--- src/rtl/shift_reg_rx_pkg.sv ---
// Project-wide constants shared between the serial transmitter and receiver.
package shift_reg_rx_pkg;

    localparam int unsigned FRAME_WIDTH         = 48;
    localparam int unsigned DEFAULT_SYNC_STAGES = 2;

endpackage : shift_reg_rx_pkg

--- src/rtl/shift_reg_rx_if.sv ---
// Three-wire serial frame bus (clock, data, latch) between transmitter and receiver.
interface shift_reg_rx_if;

    logic sclk;
    logic data;
    logic latch;

    modport master (output sclk, output data, output latch);
    modport slave  (input  sclk, input  data, input  latch);

endinterface : shift_reg_rx_if

--- src/rtl/shift_reg_rx_sync_edge.sv ---
// Input synchronizer with one-cycle-delayed copy for rise/fall pulse detection.
module sync_edge #(
    parameter int unsigned STAGES    = 2,
    parameter logic        RESET_VAL = 1'b0
) (
    input  logic clk_i,
    input  logic rst_i,
    input  logic d_i,
    output logic q_o,
    output logic rise_o,
    output logic fall_o
);

    logic sync_s;
    logic prev_q;

    generate
        if (STAGES > 0) begin : g_sync
            logic [STAGES-1:0] chain_q;

            // Synchronizer chain, preloaded with the idle level of the line.
            always_ff @(posedge clk_i) begin
                if (rst_i) begin
                    chain_q <= {STAGES{RESET_VAL}};
                end else begin
                    chain_q[0] <= d_i;
                    for (int i = 1; i < STAGES; i++) begin
                        chain_q[i] <= chain_q[i-1];
                    end
                end
            end

            assign sync_s = chain_q[STAGES-1];
        end else begin : g_bypass
            assign sync_s = d_i;
        end
    endgenerate

    // Delayed copy used as the reference for edge detection.
    always_ff @(posedge clk_i) begin
        if (rst_i) begin
            prev_q <= RESET_VAL;
        end else begin
            prev_q <= sync_s;
        end
    end

    assign q_o    = sync_s;
    assign rise_o = sync_s & ~prev_q;
    assign fall_o = ~sync_s & prev_q;

endmodule : sync_edge

--- src/rtl/shift_reg_rx.sv ---
// Serial frame receiver: shifts MSB-first bits on sclk rising edges, closes the
// frame on latch rising edge and reports a good frame (valid) or bad count (error).
module shift_reg_rx
    import shift_reg_rx_pkg::*;
#(
    parameter int unsigned WIDTH       = FRAME_WIDTH,
    parameter int unsigned SYNC_STAGES = DEFAULT_SYNC_STAGES
) (
    input  logic             clk_i,
    input  logic             rst_i,
    shift_reg_rx_if.slave    ser_i,
    output logic [WIDTH-1:0] data_o,
    output logic             valid_o,
    output logic             error_o,
    output logic             busy_o
);

    localparam int unsigned           CNT_W    = $clog2(WIDTH + 2);
    localparam logic [CNT_W-1:0]      CNT_FULL = CNT_W'(WIDTH);
    localparam logic [CNT_W-1:0]      CNT_SAT  = CNT_W'(WIDTH + 1);

    typedef enum logic {
        ST_IDLE  = 1'b0,
        ST_SHIFT = 1'b1
    } state_e;

    logic sclk_s, sclk_rise_s, sclk_fall_s;
    logic data_s, data_rise_s, data_fall_s;
    logic latch_s, latch_rise_s, latch_fall_s;
    logic unused_s;

    state_e             state_q,  state_d;
    logic [CNT_W-1:0]   bit_cnt_q, bit_cnt_d;
    logic [WIDTH-1:0]   shreg_q,  shreg_d;
    logic [WIDTH-1:0]   data_q,   data_d;
    logic               valid_q,  valid_d;
    logic               error_q,  error_d;
    logic               busy_q;

    sync_edge #(.STAGES(SYNC_STAGES), .RESET_VAL(1'b1)) u_sync_sclk (
        .clk_i (clk_i), .rst_i (rst_i), .d_i (ser_i.sclk),
        .q_o (sclk_s), .rise_o (sclk_rise_s), .fall_o (sclk_fall_s)
    );

    sync_edge #(.STAGES(SYNC_STAGES), .RESET_VAL(1'b0)) u_sync_data (
        .clk_i (clk_i), .rst_i (rst_i), .d_i (ser_i.data),
        .q_o (data_s), .rise_o (data_rise_s), .fall_o (data_fall_s)
    );

    sync_edge #(.STAGES(SYNC_STAGES), .RESET_VAL(1'b1)) u_sync_latch (
        .clk_i (clk_i), .rst_i (rst_i), .d_i (ser_i.latch),
        .q_o (latch_s), .rise_o (latch_rise_s), .fall_o (latch_fall_s)
    );

    // Only the edges feeding the frame logic are consumed; the rest are sunk here.
    assign unused_s = ^{sclk_s, sclk_fall_s, data_rise_s, data_fall_s, latch_s};

    // Frame state, bit counting, shifting and end-of-frame classification.
    always_comb begin
        state_d   = state_q;
        bit_cnt_d = bit_cnt_q;
        shreg_d   = shreg_q;
        data_d    = data_q;
        valid_d   = 1'b0;
        error_d   = 1'b0;
        case (state_q)
            ST_IDLE: begin
                if (latch_fall_s) begin
                    state_d = ST_SHIFT;
                    if (sclk_rise_s) begin
                        shreg_d   = {shreg_q[WIDTH-2:0], data_s};
                        bit_cnt_d = CNT_W'(1);
                    end else begin
                        bit_cnt_d = '0;
                    end
                end else begin
                    state_d = ST_IDLE;
                end
            end
            ST_SHIFT: begin
                if (latch_rise_s) begin
                    // Latch wins over a coincident sclk edge: that bit is dropped.
                    state_d   = ST_IDLE;
                    bit_cnt_d = '0;
                    if (bit_cnt_q == CNT_FULL) begin
                        data_d  = shreg_q;
                        valid_d = 1'b1;
                    end else if (bit_cnt_q != '0) begin
                        error_d = 1'b1;
                    end else begin
                        error_d = 1'b0;
                    end
                end else if (sclk_rise_s) begin
                    shreg_d = {shreg_q[WIDTH-2:0], data_s};
                    if (bit_cnt_q != CNT_SAT) begin
                        bit_cnt_d = bit_cnt_q + CNT_W'(1);
                    end else begin
                        bit_cnt_d = bit_cnt_q;
                    end
                end else begin
                    state_d = ST_SHIFT;
                end
            end
            default: begin
                state_d   = ST_IDLE;
                bit_cnt_d = '0;
            end
        endcase
    end

    // State and output registers.
    always_ff @(posedge clk_i) begin
        if (rst_i) begin
            state_q   <= ST_IDLE;
            bit_cnt_q <= '0;
            shreg_q   <= '0;
            data_q    <= '0;
            valid_q   <= 1'b0;
            error_q   <= 1'b0;
            busy_q    <= 1'b0;
        end else begin
            state_q   <= state_d;
            bit_cnt_q <= bit_cnt_d;
            shreg_q   <= shreg_d;
            data_q    <= data_d;
            valid_q   <= valid_d;
            error_q   <= error_d;
            busy_q    <= (bit_cnt_d != '0);
        end
    end

    assign data_o  = data_q;
    assign valid_o = valid_q;
    assign error_o = error_q;
    assign busy_o  = busy_q;

endmodule : shift_reg_rx
--- src/flat_wrapper.sv ---
// flat-port wrapper written by rule: the top's interface ports become plain ports
module shift_reg_rx_flat import shift_reg_rx_pkg::*;
#(
    parameter int unsigned WIDTH       = FRAME_WIDTH,
    parameter int unsigned SYNC_STAGES = DEFAULT_SYNC_STAGES
)
  (clk_i, rst_i, data_o, valid_o, error_o, busy_o, ser_i_sclk, ser_i_data, ser_i_latch);
  shift_reg_rx_if ser_i_i ();
  input  logic clk_i;
  input  logic rst_i;
  output logic [WIDTH-1:0] data_o;
  output logic valid_o;
  output logic error_o;
  output logic busy_o;
  input wire logic [$bits(ser_i_i.sclk)-1:0] ser_i_sclk;
  input wire logic [$bits(ser_i_i.data)-1:0] ser_i_data;
  input wire logic [$bits(ser_i_i.latch)-1:0] ser_i_latch;
  assign ser_i_i.sclk = ser_i_sclk;
  assign ser_i_i.data = ser_i_data;
  assign ser_i_i.latch = ser_i_latch;
  shift_reg_rx #(.WIDTH(WIDTH), .SYNC_STAGES(SYNC_STAGES)) u_core (.clk_i(clk_i), .rst_i(rst_i), .ser_i(ser_i_i), .data_o(data_o), .valid_o(valid_o), .error_o(error_o), .busy_o(busy_o));
endmodule
--- config.mk ---
export PLATFORM = sky130hd
export DESIGN_NAME = shift_reg_rx_flat
export DESIGN_NICKNAME = d
export VERILOG_FILES = /design/src/rtl/shift_reg_rx_pkg.sv /design/src/rtl/shift_reg_rx_if.sv /design/src/rtl/shift_reg_rx_sync_edge.sv /design/src/rtl/shift_reg_rx.sv /design/src/flat_wrapper.sv
export SDC_FILE = /design/constraint.sdc
export NUM_CORES = 1
export LEC_CHECK = 0
export CORE_MARGIN = 3
export CORE_UTILIZATION = 54
export CTS_BUF_LIST = sky130_fd_sc_hd__clkbuf_16
export DETAILED_ROUTE_END_ITERATION = 8
export GPL_TIMING_DRIVEN = 0
export HOLD_SLACK_MARGIN = 0.12
export PLACE_DENSITY = 0.79
export SKIP_CTS_REPAIR_TIMING = 1
export SYNTH_ARGS = -nofsm -noshare
export SYNTH_HDL_FRONTEND = slang
export SYNTH_SLANG_ARGS = --single-unit
export TNS_END_PERCENT = 50
--- constraint.sdc ---
create_clock -name clk_i -period 2.05 [get_ports clk_i]
set_input_delay 0.41 -clock clk_i [delete_from_list [all_inputs] [get_ports clk_i]]
set_output_delay 0.41 -clock clk_i [all_outputs]
set_load 0.02 [all_outputs]
==> qor.csv, run 1 <==
stage;metric;value;unit
run_status;outcome;finished, final reports clean;
synthesis;Synth area leader;dfxtp_1;
run;Max Cap Viol;0;
hold_path;worst hold endpoint;u_core.u_sync_latch.g_sync.chain_q[1];
timing;setup TNS after final layout;0;ps
detailed_routing;Antenna Violating Nets Remaining;0;
setup_path;critical path class;reg2reg;
pwr;P_int;3.795;mW
placement;port buffer count;54;
pwr;maximum vdd drop;0.7146;mV
cells_and_area;area delta synth->final;28.87;%
hold_path;hold_sp;u_core.u_sync_latch.g_sync.chain_q[0];
setup_path;worst r2r dst;u_core.data_o[3];
die;Initial Util;56.63;%
die;Rows;31;
cts;Num CTS Buffers;17;
cells_and_area;Antenna Cells;0;
synthesis;share of the synthesized area in the top cell type;54.40;%
setup_path;RR Startpoint;u_core.bit_cnt_q[0];
detailed_routing;DR WL/cell;13.42;um
pwr;P_leak;1.821;nW
cts;CTS tree;done;
global_route;GR Overflow Total;0;
placement;Final HPWL DP;6.252;mm
synthesis;number of synthesized flops with an enable pin;0;
pwr;PD cells;912.5;nW/um^2
pwr;clock power share;53.0;%
cts;CTS root buf;clkbuf_16;
pwr;part of the power in registers;45.2;%
cells_and_area;final net count;603;
synthesis;Commonest cells post-synth;196 x nand2_1, 114 x dfxtp_1, 102 x a21oi_1, 18 x clkbuf_1, 14 x nor2_1;
detailed_routing;drt pass-1 iters;6;
timing;Worst Tran Pin Value;547.0;ps
setup_path;crit-path max FO;10;
synthesis;Syn Nets;530;
timing;Final Skew;6.587;ps
timing;period utilization;90.94;%
setup_path;Worst Path Required;2320;ps
die;I/O pin count;56;
detailed_routing;DRC errors left;0;
cts;Clock Latency Late Sink;410;ps
die;Core Area;7408;sq um
timing;max-slew violation count;0;
detailed_routing;vias after detailed routing;3736;
synthesis;Mapped Area;4195;sq um
setup_path;crit path launch type;flop;
cts;Reg clk slew, reported paths;50;ps
pwr;Pwr Total;4.934;mW
synthesis;library cells used by synthesis;36;
pwr;Sw Ratio;23.07;%
cells_and_area;layout cells sized above 1;10.36;%
timing;final hold slack;412.1;ps
synthesis;Mapped Cells;522;
synthesis;YS warnings;0;
hold_path;Hold Crit Class;reg2reg;
placement;post-placement cell count;675;
synthesis;Seq/Total Area, Yosys;54.40;%
placement;Final GP Congestion;0.8915;
pwr;combinational share of power;1.9;%
setup_path;CP arrival;2140;ps
synthesis;ys flop type;dfxtp_1;
setup_path;Worst R2R Setup Slack;190;ps
setup_path;CP endpoint kind;flop;
synthesis;syn avg cell area;8.037;sq um
detailed_routing;via density per instance;5.284;
synthesis;Synth area leaders;dfxtp_1 54%, nand2_1 18%, a21oi_1 12%, clkbuf_1 1.6%, buf_2 1.3%;
global_route;largest net degree at the start of global routing;17;
timing;Fmax;536.4;MHz
die;die width;94.14;um
pwr;NetSw;1.138;mW
timing;Slew HR;63.53;%
detailed_routing;DR iter-0 viols;204;
synthesis;count leader, synth;nand2_1;
timing;Setup Viol. Count Final;0;
hold_path;Hold Path Stages;1;
timing;RSZ-0062 raised after global routing;false;
timing;Hold Violations, Final;0;
setup_path;worst reg2reg path depth;9;
timing;min cycle time layout;1864;ps
cells_and_area;fin cells;707;
synthesis;post-synthesis sequential element count;114;
global_route;initial antenna violation count;0;
die;Die H;94.14;um
synthesis;ys async rst share;0;%
cts;CTS Sinks;114;
global_route;first-pass GRT wire length;15.53;mm
global_route;vias in the first global route;3401;
die;die area;8862;sq um
detailed_routing;final WL;9.488;mm
global_route;GR Util All Layers;22.43;%
cts;CTS max path bufs;2;
cts;H-Tree Level Count;4;
## critical path, stage by stage, from the launching register on
cell and delay (ps):
dfxtp_2 360, inv_1 130, ha_1 170, nand2_1 90, or3_1 340, clkbuf_1 140, buf_4 190, buf_6 140
nand2_1 80, a21oi_1 80
## area by class of cell
type	instances	area, sq um
Sequential cell	114	2283
Fill cell	572	2002
Multi-Input combinational cell	367	1713
Timing Repair Buffer	54	540.5
Clock buffer	17	425.4
Buffer	37	192.7
Tap cell	99	123.9
Clock inverter	15	112.6
Inverter	4	15.01
## how the worst max path moves through the flow
stage,slack [ps],endpoint,cells after the start,from
detailed placement,100,u_core.data_o[10],8,u_core.bit_cnt_q[0]
floorplan,420,u_core.data_o[0],9,u_core.bit_cnt_q[0]
global placement,130,u_core.data_o[26],8,u_core.bit_cnt_q[0]
finish,190,u_core.data_o[3],9,u_core.bit_cnt_q[0]
global route,20,u_core.data_o[3],9,u_core.bit_cnt_q[0]
CTS,50,u_core.data_o[3],8,u_core.bit_cnt_q[0]
## routing by layer
layer / vias to the layer above / global-route usage (%) / part of all wire, %
li1: 1861 / - / -
met1: 1718 / 28.85 / 45
met2: 135 / 34.63 / 47
met3: 22 / 6.330 / 6.3
met4: 0 / 10.71 / 2.0
met5: - / 0 / 0
## cell usage in the layout (no fill, tap or decap), drive strengths merged, types with 3 or more instances in the layout
cell | synthesis | layout
clkinvlp | 0 | 5
nand2 | 196 | 196
ha | 3 | 3
nor2b | 5 | 5
clkbuf | 18 | 35
nor3 | 4 | 4
nor4 | 3 | 3
dfxtp | 114 | 114
nand2b | 5 | 5
inv | 4 | 6
clkdlybuf4s50 | 0 | 54
or2 | 7 | 7
nor2 | 15 | 15
and3b | 3 | 3
clkinv | 0 | 8
a21oi | 102 | 102
buf | 19 | 19
o21ai | 3 | 3
## power by group through the flow
stage | Clock (mW) | Combinational [mW] | Sequential [mW]
floorplan | 0 | 0.0637 | 2.27
global placement | 0 | 0.0896 | 2.28
detailed placement | 0 | 0.0914 | 2.28
CTS | 2.62 | 0.0923 | 2.23
global route | 2.73 | 0.104 | 2.23
finish | 2.61 | 0.0930 | 2.23
## kinds of logic (layout without fill, tap and decap cells)
logic type                 Yosys count  in the layout  share of synthesized area [%]
AOI/OAI and AO/OA                  119            119                          15.48
buffers and inverters               41            127                          4.891
and+or+nand+nor                    244            244                          24.10
DFF                                114            114                          54.40
muxes                                1              1                         0.2386
adders and majority gates            3              3                         0.8948
## state kept, by name, indices dropped and copies added (netlist names), 2 cells and up
register	flops
u_core.bit_cnt_q	6
u_core.data_o	48
u_core.u_sync_latch.g_sync.chain_q	2
u_core.u_sync_data.g_sync.chain_q	2
u_core.u_sync_sclk.g_sync.chain_q	2
u_core.shreg_q	48
## metrics by stage
| step | utilization [%] | area [sq um] | setup WS (ps) |
|---|---|---|---|
| 4_1_cts | 72.86 | 5398 | 45.62 |
| 3_3_place_gp | 65.60 | 4860 | 129.0 |
| 2_1_floorplan | - | 4195 | 415.6 |
| 6_report | 72.98 | 5406 | 185.7 |
| 3_5_place_dp | 65.60 | 4860 | 101.6 |
| 5_1_grt | 72.98 | 5406 | 18.27 |
Power figures use the tool's default switching activity.
==> inputs of run 2 (changes only) <==
--- a/config.mk
+++ b/config.mk
@@ -6,12 +6,12 @@
 export NUM_CORES = 1
 export LEC_CHECK = 0
 export CORE_MARGIN = 3
-export CORE_UTILIZATION = 54
-export CTS_BUF_LIST = sky130_fd_sc_hd__clkbuf_16
+export CORE_UTILIZATION = 55
+export CTS_BUF_LIST = sky130_fd_sc_hd__clkbuf_4
 export DETAILED_ROUTE_END_ITERATION = 8
 export GPL_TIMING_DRIVEN = 0
 export HOLD_SLACK_MARGIN = 0.12
-export PLACE_DENSITY = 0.79
+export PLACE_DENSITY = 0.8
 export SKIP_CTS_REPAIR_TIMING = 1
 export SYNTH_ARGS = -nofsm -noshare
 export SYNTH_HDL_FRONTEND = slang
==> run 2 against run 1 <==
First-iteration DRC count decreased by 5.9%. Largest cell class unchanged. Count of clock-buffer cells in the layout unchanged. Critical path depth decreased by 1. Combinational power increased by 0.5%.
==> qor.csv, run 2 (synthesized netlist as in run 1, its figures left out) <==
stage;metric;value;unit
timing;Final Skew;14.63;ps
pwr;maximum vdd drop;0.4326;mV
detailed_routing;via density per instance;5.207;
pwr;Sw Ratio;22.07;%
global_route;vias in the first global route;3440;
global_route;GR Util All Layers;21.55;%
detailed_routing;DRC errors left;0;
timing;RSZ-0062 raised after global routing;true;
cts;Clock Latency Late Sink;490;ps
placement;port buffer count;54;
timing;Worst Tran Pin Value;536.0;ps
cells_and_area;final core utilization;70.03;%
detailed_routing;met3 WL;445;um
setup_path;crit path launch type;flop;
die;Die H;93.34;um
die;die area;8711;sq um
global_route;initial antenna violation count;0;
timing;Fmax;491.0;MHz
cells_and_area;cell area after layout;5134;sq um
cells_and_area;area delta synth->final;22.37;%
run_status;outcome;finished, final reports clean;
hold_path;Hold Crit Class;reg2reg;
global_route;largest net degree at the start of global routing;17;
die;Rows;31;
detailed_routing;drt pass-1 iters;6;
cells_and_area;final net count;603;
detailed_routing;vias after detailed routing;3676;
timing;max-slew violation count;0;
pwr;PD cells;765.1;nW/um^2
timing;period utilization;99.35;%
cells_and_area;Antenna Cells;0;
hold_path;worst hold endpoint;u_core.u_sync_latch.g_sync.chain_q[1];
setup_path;worst r2r dst;u_core.data_o[26];
hold_path;hold_sp;u_core.u_sync_latch.g_sync.chain_q[0];
cts;CTS Sinks;114;
timing;min cycle time layout;2037;ps
detailed_routing;Top Layer Used;met4;
detailed_routing;Antenna Violating Nets Remaining;0;
setup_path;CP arrival;2460;ps
setup_path;Worst R2R Setup Slack;10;ps
cts;Num CTS Buffers;17;
placement;Final GP Congestion;0.8740;
hold_path;Hold Path Stages;1;
setup_path;CP endpoint kind;flop;
setup_path;RR Startpoint;u_core.bit_cnt_q[0];
cells_and_area;fin cells;706;
setup_path;worst reg2reg path depth;8;
timing;Setup Viol. Count Final;0;
cells_and_area;layout cells sized above 1;9.061;%
setup_path;crit-path max FO;10;
timing;Hold Violations, Final;0;
pwr;part of the power in registers;56.6;%
pwr;combinational share of power;2.4;%
timing;Slew HR;64.27;%
cts;Reg clk slew, reported paths;100;ps
pwr;P_int;3.061;mW
detailed_routing;final WL;8.881;mm
global_route;first-pass GRT wire length;15.04;mm
die;Core Area;7331;sq um
die;die width;93.34;um
setup_path;Worst Path Required;2470;ps
global_route;GR Overflow Total;0;
placement;Cell Area, Placed;4860;sq um
setup_path;critical path class;reg2reg;
detailed_routing;DR WL/cell;12.58;um
cts;CTS max path bufs;2;
detailed_routing;routed length on met2;4.137;mm
cts;CTS root buf;clkbuf_4;
cells_and_area;most frequent cells in the layout;196 x nand2_1, 114 x dfxtp_1, 102 x a21oi_1;
cts;CTS tree;done;
placement;post-placement cell count;675;
pwr;P_leak;1.717;nW
timing;final hold slack;419.3;ps
pwr;NetSw;0.8668;mW
pwr;clock power share;41.0;%
die;Initial Util;57.23;%
run;Max Cap Viol;0;
detailed_routing;DR iter-0 viols;192;
cts;H-Tree Level Count;4;
cells_and_area;commonest non-fill, non-tap cell in the layout;nand2_1;
placement;Final HPWL DP;6.213;mm
detailed_routing;met1 wire length;4.147;mm
die;I/O pin count;56;
run 2: final cells by class:
| class | instances | area, sq um |
|---|---|---|
| inverter | 4 | 15.01 |
| buffer | 37 | 190.2 |
| timing repair buffer | 54 | 540.5 |
| sequential | 114 | 2282 |
| clock inverter | 14 | 146.4 |
| multi-input combinational | 367 | 1708 |
| tap | 99 | 123.9 |
| fill | 592 | 2197 |
| clock buffer | 17 | 127.6 |
run 2: worst max-delay path, stage by stage, from the launching register on:
cell and delay [ps]:
dfxtp_1 490, inv_1 150, ha_1 220, nand2_1 90, or3_1 110, clkbuf_1 200
clkbuf_1 440, nand2_1 120, a21oi_1 160
run 2: power groups by stage:
stage	logic [mW]	clock network (mW)	registers (mW)
2_1_floorplan	0.0637	0	2.27
3_3_place_gp	0.0901	0	2.28
3_5_place_dp	0.0915	0	2.28
4_1_cts	0.0924	1.64	2.22
5_1_grt	0.103	1.73	2.23
6_report	0.0935	1.61	2.22
run 2: worst max path at each step:
stage	from	to	slack, ps	cells after the start
floorplan	u_core.bit_cnt_q[0]	u_core.data_o[0]	420	9
global placement	u_core.bit_cnt_q[0]	u_core.data_o[22]	80	8
detailed placement	u_core.bit_cnt_q[0]	u_core.data_o[28]	20	8
CTS	u_core.bit_cnt_q[0]	u_core.data_o[26]	-7	8
global route	u_core.bit_cnt_q[0]	u_core.data_o[8]	-170	8
finish	u_core.bit_cnt_q[0]	u_core.data_o[26]	10	8
run 2: stage by stage:
step                      worst slack, ps  TNS [ps]  power [mW]
final                               13.23         0       3.928
after global routing               -167.1     -3330       4.055
after CTS                          -6.571    -7.850       3.956
after detailed placement            15.97         0       2.367
after global placement              79.77         0       2.365
after floorplan                     415.6         0       2.338
run 2: layer usage:
| metal | global-route usage [%] | vias up |
|---|---|---|
| li1 | - | 1864 |
| met1 | 27.83 | 1691 |
| met4 | 9.524 | 0 |
| met3 | 5.632 | 18 |
| met5 | 0 | - |
| met2 | 33.89 | 103 |
